**src/rtl/cpu_multicycle_pkg.sv**
```systemverilog
// Shared types and encodings for the multi-cycle RV ALU-subset core.
package cpu_multicycle_pkg;

  typedef enum logic [2:0] {
    S_FETCH,
    S_DECODE,
    S_EXEC,
    S_MUL,
    S_WB,
    S_HALT
  } state_e;

  localparam int unsigned NUM_REGS = 32;

  localparam logic [6:0] OP_R = 7'b0110011;
  localparam logic [6:0] OP_I = 7'b0010011;

  localparam logic [2:0] F3_ADD = 3'b000;
  localparam logic [2:0] F3_SLL = 3'b001;
  localparam logic [2:0] F3_XOR = 3'b100;
  localparam logic [2:0] F3_SR  = 3'b101;
  localparam logic [2:0] F3_AND = 3'b111;

  localparam logic [6:0] F7_BASE   = 7'b0000000;
  localparam logic [6:0] F7_ALT    = 7'b0100000;
  localparam logic [6:0] F7_MULDIV = 7'b0000001;

  typedef enum logic [2:0] {
    ALU_ADD,
    ALU_SUB,
    ALU_AND,
    ALU_XOR,
    ALU_SLL,
    ALU_SRA,
    ALU_MUL
  } alu_op_e;

endpackage

```
**src/rtl/cpu_multicycle_regfile.sv**
```systemverilog
// 32-entry register file: two asynchronous read ports, one write port, x0 hardwired to zero.
module cpu_regfile
  import cpu_multicycle_pkg::*;
#(
  parameter int unsigned XLEN = 32
) (
  input  logic            i_clk,
  input  logic            i_rst_n,
  input  logic            i_we,
  input  logic [4:0]      i_waddr,
  input  logic [XLEN-1:0] i_wdata,
  input  logic [4:0]      i_raddr1,
  output logic [XLEN-1:0] o_rdata1,
  input  logic [4:0]      i_raddr2,
  output logic [XLEN-1:0] o_rdata2
);

  logic [XLEN-1:0] r_regs [NUM_REGS];

  always_ff @(posedge i_clk or negedge i_rst_n) begin
    if (!i_rst_n) begin
      for (int unsigned i = 0; i < NUM_REGS; i++) begin
        r_regs[i] <= '0;
      end
    end else if (i_we && (i_waddr != '0)) begin
      r_regs[i_waddr] <= i_wdata;
    end
  end

  assign o_rdata1 = (i_raddr1 == '0) ? '0 : r_regs[i_raddr1];
  assign o_rdata2 = (i_raddr2 == '0) ? '0 : r_regs[i_raddr2];

endmodule

```
**src/rtl/cpu_multicycle.sv**
```systemverilog
// Multi-cycle core for add/sub/and/xor/sll/mul/addi/srai with a req/valid fetch port
// and a retire trace port; mul uses an XLEN-cycle shift-add iteration.
module cpu_multicycle
  import cpu_multicycle_pkg::*;
#(
  parameter int unsigned     XLEN     = 32,
  parameter logic [XLEN-1:0] PC_RESET = '0,
  parameter bit              MUL_EN   = 1'b1
) (
  input  logic            clk_i,
  input  logic            rst_i,
  output logic            imem_req_o,
  output logic [XLEN-1:0] imem_addr_o,
  input  logic            imem_valid_i,
  input  logic [31:0]     imem_rdata_i,
  output logic            retire_o,
  output logic [XLEN-1:0] retire_pc_o,
  output logic [4:0]      retire_rd_o,
  output logic [XLEN-1:0] retire_data_o,
  output logic            halted_o
);

  localparam int unsigned SHW = $clog2(XLEN);

  state_e          r_state, w_state_nxt;
  logic            r_active;
  logic [XLEN-1:0] r_pc;
  logic [31:0]     r_ir;
  logic [XLEN-1:0] r_a, r_b, r_imm, r_res;
  alu_op_e         r_op, w_op;
  logic            r_use_imm, w_use_imm;
  logic            w_illegal;
  logic [SHW-1:0]  r_cnt;

  logic            w_fetch_ok;
  logic            w_we;
  logic [6:0]      w_opcode, w_funct7;
  logic [2:0]      w_funct3;
  logic [4:0]      w_rd;
  logic [XLEN-1:0] w_rs1_data, w_rs2_data, w_imm, w_opb, w_alu;

  assign w_opcode = r_ir[6:0];
  assign w_rd     = r_ir[11:7];
  assign w_funct3 = r_ir[14:12];
  assign w_funct7 = r_ir[31:25];
  assign w_imm    = {{(XLEN-12){r_ir[31]}}, r_ir[31:20]};

  cpu_regfile #(.XLEN(XLEN)) u_regfile (
    .i_clk    (clk_i),
    .i_rst_n  (rst_i),
    .i_we     (w_we),
    .i_waddr  (w_rd),
    .i_wdata  (r_res),
    .i_raddr1 (r_ir[19:15]),
    .o_rdata1 (w_rs1_data),
    .i_raddr2 (r_ir[24:20]),
    .o_rdata2 (w_rs2_data)
  );

  // r_active holds the request low until the first edge after reset release
  assign imem_req_o  = (r_state == S_FETCH) && r_active;
  assign imem_addr_o = r_pc;
  assign w_fetch_ok  = imem_req_o && imem_valid_i;
  assign w_we        = (r_state == S_WB);

  always_comb begin
    w_op      = ALU_ADD;
    w_use_imm = 1'b0;
    w_illegal = 1'b0;
    case (w_opcode)
      OP_R: begin
        if (w_funct7 == F7_BASE) begin
          case (w_funct3)
            F3_ADD:  w_op = ALU_ADD;
            F3_SLL:  w_op = ALU_SLL;
            F3_XOR:  w_op = ALU_XOR;
            F3_AND:  w_op = ALU_AND;
            default: w_illegal = 1'b1;
          endcase
        end else if ((w_funct7 == F7_ALT) && (w_funct3 == F3_ADD)) begin
          w_op = ALU_SUB;
        end else if (MUL_EN && (w_funct7 == F7_MULDIV) && (w_funct3 == F3_ADD)) begin
          w_op = ALU_MUL;
        end else begin
          w_illegal = 1'b1;
        end
      end
      OP_I: begin
        w_use_imm = 1'b1;
        if (w_funct3 == F3_ADD) begin
          w_op = ALU_ADD;
        end else if ((w_funct3 == F3_SR) && r_ir[30]) begin
          w_op = ALU_SRA;
        end else begin
          w_illegal = 1'b1;
        end
      end
      default: w_illegal = 1'b1;
    endcase
  end

  always_comb begin
    w_state_nxt = r_state;
    case (r_state)
      S_FETCH:  if (w_fetch_ok) w_state_nxt = S_DECODE;
      S_DECODE: begin
        if (w_illegal)            w_state_nxt = S_HALT;
        else if (w_op == ALU_MUL) w_state_nxt = S_MUL;
        else                      w_state_nxt = S_EXEC;
      end
      S_EXEC:   w_state_nxt = S_WB;
      S_MUL:    if (r_cnt == SHW'(XLEN - 1)) w_state_nxt = S_WB;
      S_WB:     w_state_nxt = S_FETCH;
      S_HALT:   w_state_nxt = S_HALT;
      default:  w_state_nxt = S_FETCH;
    endcase
  end

  always_ff @(posedge clk_i or negedge rst_i) begin
    if (!rst_i) begin
      r_state  <= S_FETCH;
      r_active <= 1'b0;
    end else begin
      r_state  <= w_state_nxt;
      r_active <= 1'b1;
    end
  end

  assign w_opb = r_use_imm ? r_imm : r_b;

  always_comb begin
    w_alu = r_a + w_opb;
    case (r_op)
      ALU_SUB: w_alu = r_a - w_opb;
      ALU_AND: w_alu = r_a & w_opb;
      ALU_XOR: w_alu = r_a ^ w_opb;
      ALU_SLL: w_alu = r_a << w_opb[SHW-1:0];
      ALU_SRA: w_alu = $signed(r_a) >>> w_opb[SHW-1:0];
      default: w_alu = r_a + w_opb;
    endcase
  end

  // In MUL, r_a is the shifting multiplicand and r_b the consumed multiplier
  always_ff @(posedge clk_i or negedge rst_i) begin
    if (!rst_i) begin
      r_pc      <= PC_RESET;
      r_ir      <= '0;
      r_a       <= '0;
      r_b       <= '0;
      r_imm     <= '0;
      r_res     <= '0;
      r_op      <= ALU_ADD;
      r_use_imm <= 1'b0;
      r_cnt     <= '0;
    end else begin
      case (r_state)
        S_FETCH: if (w_fetch_ok) r_ir <= imem_rdata_i;
        S_DECODE: begin
          r_a       <= w_rs1_data;
          r_b       <= w_rs2_data;
          r_imm     <= w_imm;
          r_op      <= w_op;
          r_use_imm <= w_use_imm;
          r_res     <= '0;
          r_cnt     <= '0;
        end
        S_EXEC: r_res <= w_alu;
        S_MUL: begin
          if (r_b[0]) r_res <= r_res + r_a;
          r_a   <= r_a << 1;
          r_b   <= r_b >> 1;
          r_cnt <= r_cnt + SHW'(1);
        end
        S_WB: r_pc <= r_pc + XLEN'(4);
        default: ;
      endcase
    end
  end

  assign retire_o      = (r_state == S_WB);
  assign retire_pc_o   = retire_o ? r_pc : '0;
  assign retire_rd_o   = retire_o ? w_rd : '0;
  assign retire_data_o = (retire_o && (w_rd != '0)) ? r_res : '0;
  assign halted_o      = (r_state == S_HALT);

endmodule

```
**config.mk**
```make
export PLATFORM = sky130hd
export DESIGN_NAME = cpu_multicycle
export DESIGN_NICKNAME = d
export VERILOG_FILES = /design/src/rtl/cpu_multicycle_pkg.sv /design/src/rtl/cpu_multicycle_regfile.sv /design/src/rtl/cpu_multicycle.sv
export SDC_FILE = /design/constraint.sdc
export NUM_CORES = 2
export LEC_CHECK = 0
export ABC_AREA = 1
export ABC_CLOCK_PERIOD_IN_PS = 4100
export CORE_ASPECT_RATIO = 1.5
export CORE_MARGIN = 2
export CORE_UTILIZATION = 45
export DETAILED_ROUTE_END_ITERATION = 7
export DONT_BUFFER_PORTS = 1
export PLACE_DENSITY = 0.7
export SLEW_MARGIN = 25
export SYNTH_ARGS = -nofsm -noshare
export SYNTH_HDL_FRONTEND = slang
export SYNTH_SLANG_ARGS = --single-unit
```
**constraint.sdc**
```tcl
create_clock -name clk_i -period 4.1 [get_ports clk_i]
set_input_delay 0.41 -clock clk_i [delete_from_list [all_inputs] [get_ports clk_i]]
set_output_delay 0.41 -clock clk_i [all_outputs]
set_load 0.05 [all_outputs]
```
==> impl_metrics.yaml <==
clocking:
  cts.clk_slew.worst_paths_ns: 0.07
  clock_path_buffers: 3
  cts_tree: "yes"
  cts_buffers: 118
  cts_root_buf: "clkbuf_16"
  cts.htree.levels: 3
  clock_insertion_delay_worst_skew_ns: 0.83
  clkSinkCount: 1207
sta:
  hold_viol: 0
  maxSlewHeadroom: 0.236
  skew_ns: 0.133
  fin_crit_sh: 0.943
  worst_pin_slew_ns: 1.13
  whs_ns: 0.0979
  post-route-worst-setup-slack_ns: 0.234
  fmax_mhz: 259
  final_max_slew_viol_count: 0
  setup_viol: 0
  fin_crit_ns: 3.87
floorplanning:
  dieHeight_um: 492
  ios: 139
  coreArea_um2: 158000
  die_area_um2: 162000
  die_x_um: 329
  rows: 179
  start_util: 0.452
finish:
  multi_input_area_um2: 36200
  final_common_cell: "nand2_1"
  register_area_um2: 30200
  drive_gt1_frac: 0.0754
  nets: 9773
  final_util: 0.500
  fillers: 15600
  mostFrequentLayoutCells: "nand2_1, o21ai_0, dfrtp_1, nor2_1, nand3_1"
  final-instance-count-excl-fill: 11800
  syn_to_final_growth_pct: 10.8
status:
  status: "finished, violations left"
  failed_checks: "DRC"
placement:
  hpwl_um: 197000
  port-buffer-count: 0
  dpl.cell_count: 11600
  globalplace.congestion: 1.02
  pre_cts_ws_ns: 0.179
critical_path:
  slowest_delay_ns: 0.45
  crit_arrival_ns: 4.45
  required_ns: 4.68
  criticalPathCategory: "reg -> reg"
  end_kind: "flop"
  cp_common_cell: "nand2_1"
  startpoint_type: "flop"
  worst_path_max_delay_cell: "dfrtp_2"
  r2r_slack_ns: 0.23
  worstPathMaxFanout: 6
logic_synthesis:
  yosysSeqAreaShare: 0.423
  synth-edff-count: 0
  synth_top_area_share: 0.423
  ys_top_cells_by_area: "dfrtp_1, o21ai_0, nand2_1"
  syn_area_um2: 71400
  synthArstFlopShare: 1.00
  yosysTopAreaCell: "dfrtp_1"
  synth_seq_cells: 1207
  ys_types: 60
  syn_area_per_cell_um2: 7.18
  synthCells: 9950
  synthFlopType: "dfrtp_1"
  yosysWarnings: 0
run:
  max_cap_violations: 0
routing:
  drc: 9
  drtAntennaViolNets: 0
  vias_per_cell: 6.35
  wl_per_cell_um: 26.1
  first_pass_iters: 8
  vias: 75100
  drtIter0Drc: 10400
  routed_wl_um: 308000
grt:
  grt_pass1_wl_um: 454000
  track_usage: 0.371
  grt_pass1_vias: 70600
  grt_overflow: 0
  antenna_found_initial: 6
  grt_max_degree: 178
power_and_ir_drop:
  total_power_mw: 74.9
  p_int_mw: 35.1
  p_per_area_nw_per_um2: 947
  pwr-share-seq: 0.248
  ir_drop_v: 0.000517
  p_comb_frac: 0.593
  leakage_nw: 34.5
  p_sw_mw: 39.8
  p_sw_frac: 0.532
  pwr-share-clk: 0.159
hold_path:
  hp-class: "in -> reg"
Yosys cell counts (95+ instances only):
cell and instances:
nand3_1 616, o22ai_1 130, o221ai_1 137, o211ai_1 95
inv_1 480, dfrtp_1 1207, nand2_1 2205, o21ai_0 2031
ha_1 99, a21oi_1 601, nor2_1 956, clkbuf_1 713
power by group through the flow:
stage / registers (mW) / clock network [mW] / logic [mW]
after global routing: 18.8 / 12.5 / 47.7
after floorplan: 17.3 / 0 / 26.5
after CTS: 18.4 / 12.0 / 42.9
after global placement: 18.4 / 0 / 42.2
after detailed placement: 18.6 / 0 / 42.7
final: 18.6 / 11.9 / 44.5
through the flow:
step                      TNS (ns)  cell area, µm²
final                            0           79100
after global routing       -0.0376           79100
after CTS                        0           78900
after detailed placement         0           74400
after global placement           0           74300
after floorplan                  0           71400
flip-flops by register name (all words and copies together), names as in the netlist:
signal            flops
u_regfile.r_regs   1024
r_a                  32
r_b                  32
r_ir                 32
r_res                32
imem_addr_o          30
r_imm                12
r_cnt                 5
r_op                  3
r_state               3
r_active              1
r_use_imm             1
cells by family after synthesis:
group                    Yosys count  share of synthesized area
other                              2                   0.000105
AO/OA/AOI/OAI                   3305                      0.255
buffers and inverters           1354                     0.0741
adder cells (fa/ha/maj)          101                     0.0179
XOR/XNOR                          66                    0.00810
flip-flops                      1207                      0.423
multiplexers                       1                   0.000158
AND/OR/NAND/NOR                 3914                      0.222
what timing repair did:
| action | CTS | global route |
|---|---|---|
| setup endpoints to repair | 0 | 13 |
| resized for setup | 0 | 33 |
| hold buffers | 35 | 0 |
| setup buffers | 0 | 1 |
| endpoints found under the hold margin | 405 | 0 |
per-layer routing:
| metal | vias to the layer above | routed length, µm | global-route usage |
|---|---|---|---|
| met5 | - | 52 | 0 |
| met4 | 6 | 28900 | 0.298 |
| met3 | 1193 | 29400 | 0.0609 |
| met2 | 4766 | 136000 | 0.565 |
| met1 | 35900 | 114000 | 0.465 |
| li1 | 33200 | - | - |
final timing paths:
| check | from | to | cells after the start |
|---|---|---|---|
| setup reg to reg | r_use_imm | r_res[28] | 26 |
| setup / recovery | r_use_imm | r_res[28] | 26 |
| min in group asynchronous | rst_i | u_regfile.r_regs[439] | 2 |
| max in group asynchronous | rst_i | r_ir[24] | 7 |
| hold / removal | imem_valid_i | r_ir[22] | 2 |
| hold reg to reg | u_regfile.r_regs[995] | u_regfile.r_regs[995] | 0 |
worst max-delay path: cells and delay by family (launching register included):
| kind | cells | cell delay, ns |
|---|---|---|
| flip-flops | 1 | 0.45 |
| buffers and inverters | 4 | 0.48 |
| AND/OR/NAND/NOR | 19 | 2.11 |
| XOR/XNOR | 1 | 0.17 |
| AO/OA/AOI/OAI | 1 | 0.09 |
| adder cells (fa/ha/maj) | 1 | 0.37 |
area by class of cell:
| type | instances | share of cell area |
|---|---|---|
| diodes | 3 | 0.0000949 |
| repair buffers | 426 | 0.0506 |
| flip-flops and latches | 1207 | 0.382 |
| clock buffers | 167 | 0.0429 |
| clock inverters | 52 | 0.00993 |
| inverters | 492 | 0.0238 |
| multi-input cells | 7392 | 0.457 |
| well taps | 2081 | 0.0329 |
(Power assumes the default switching activity.)
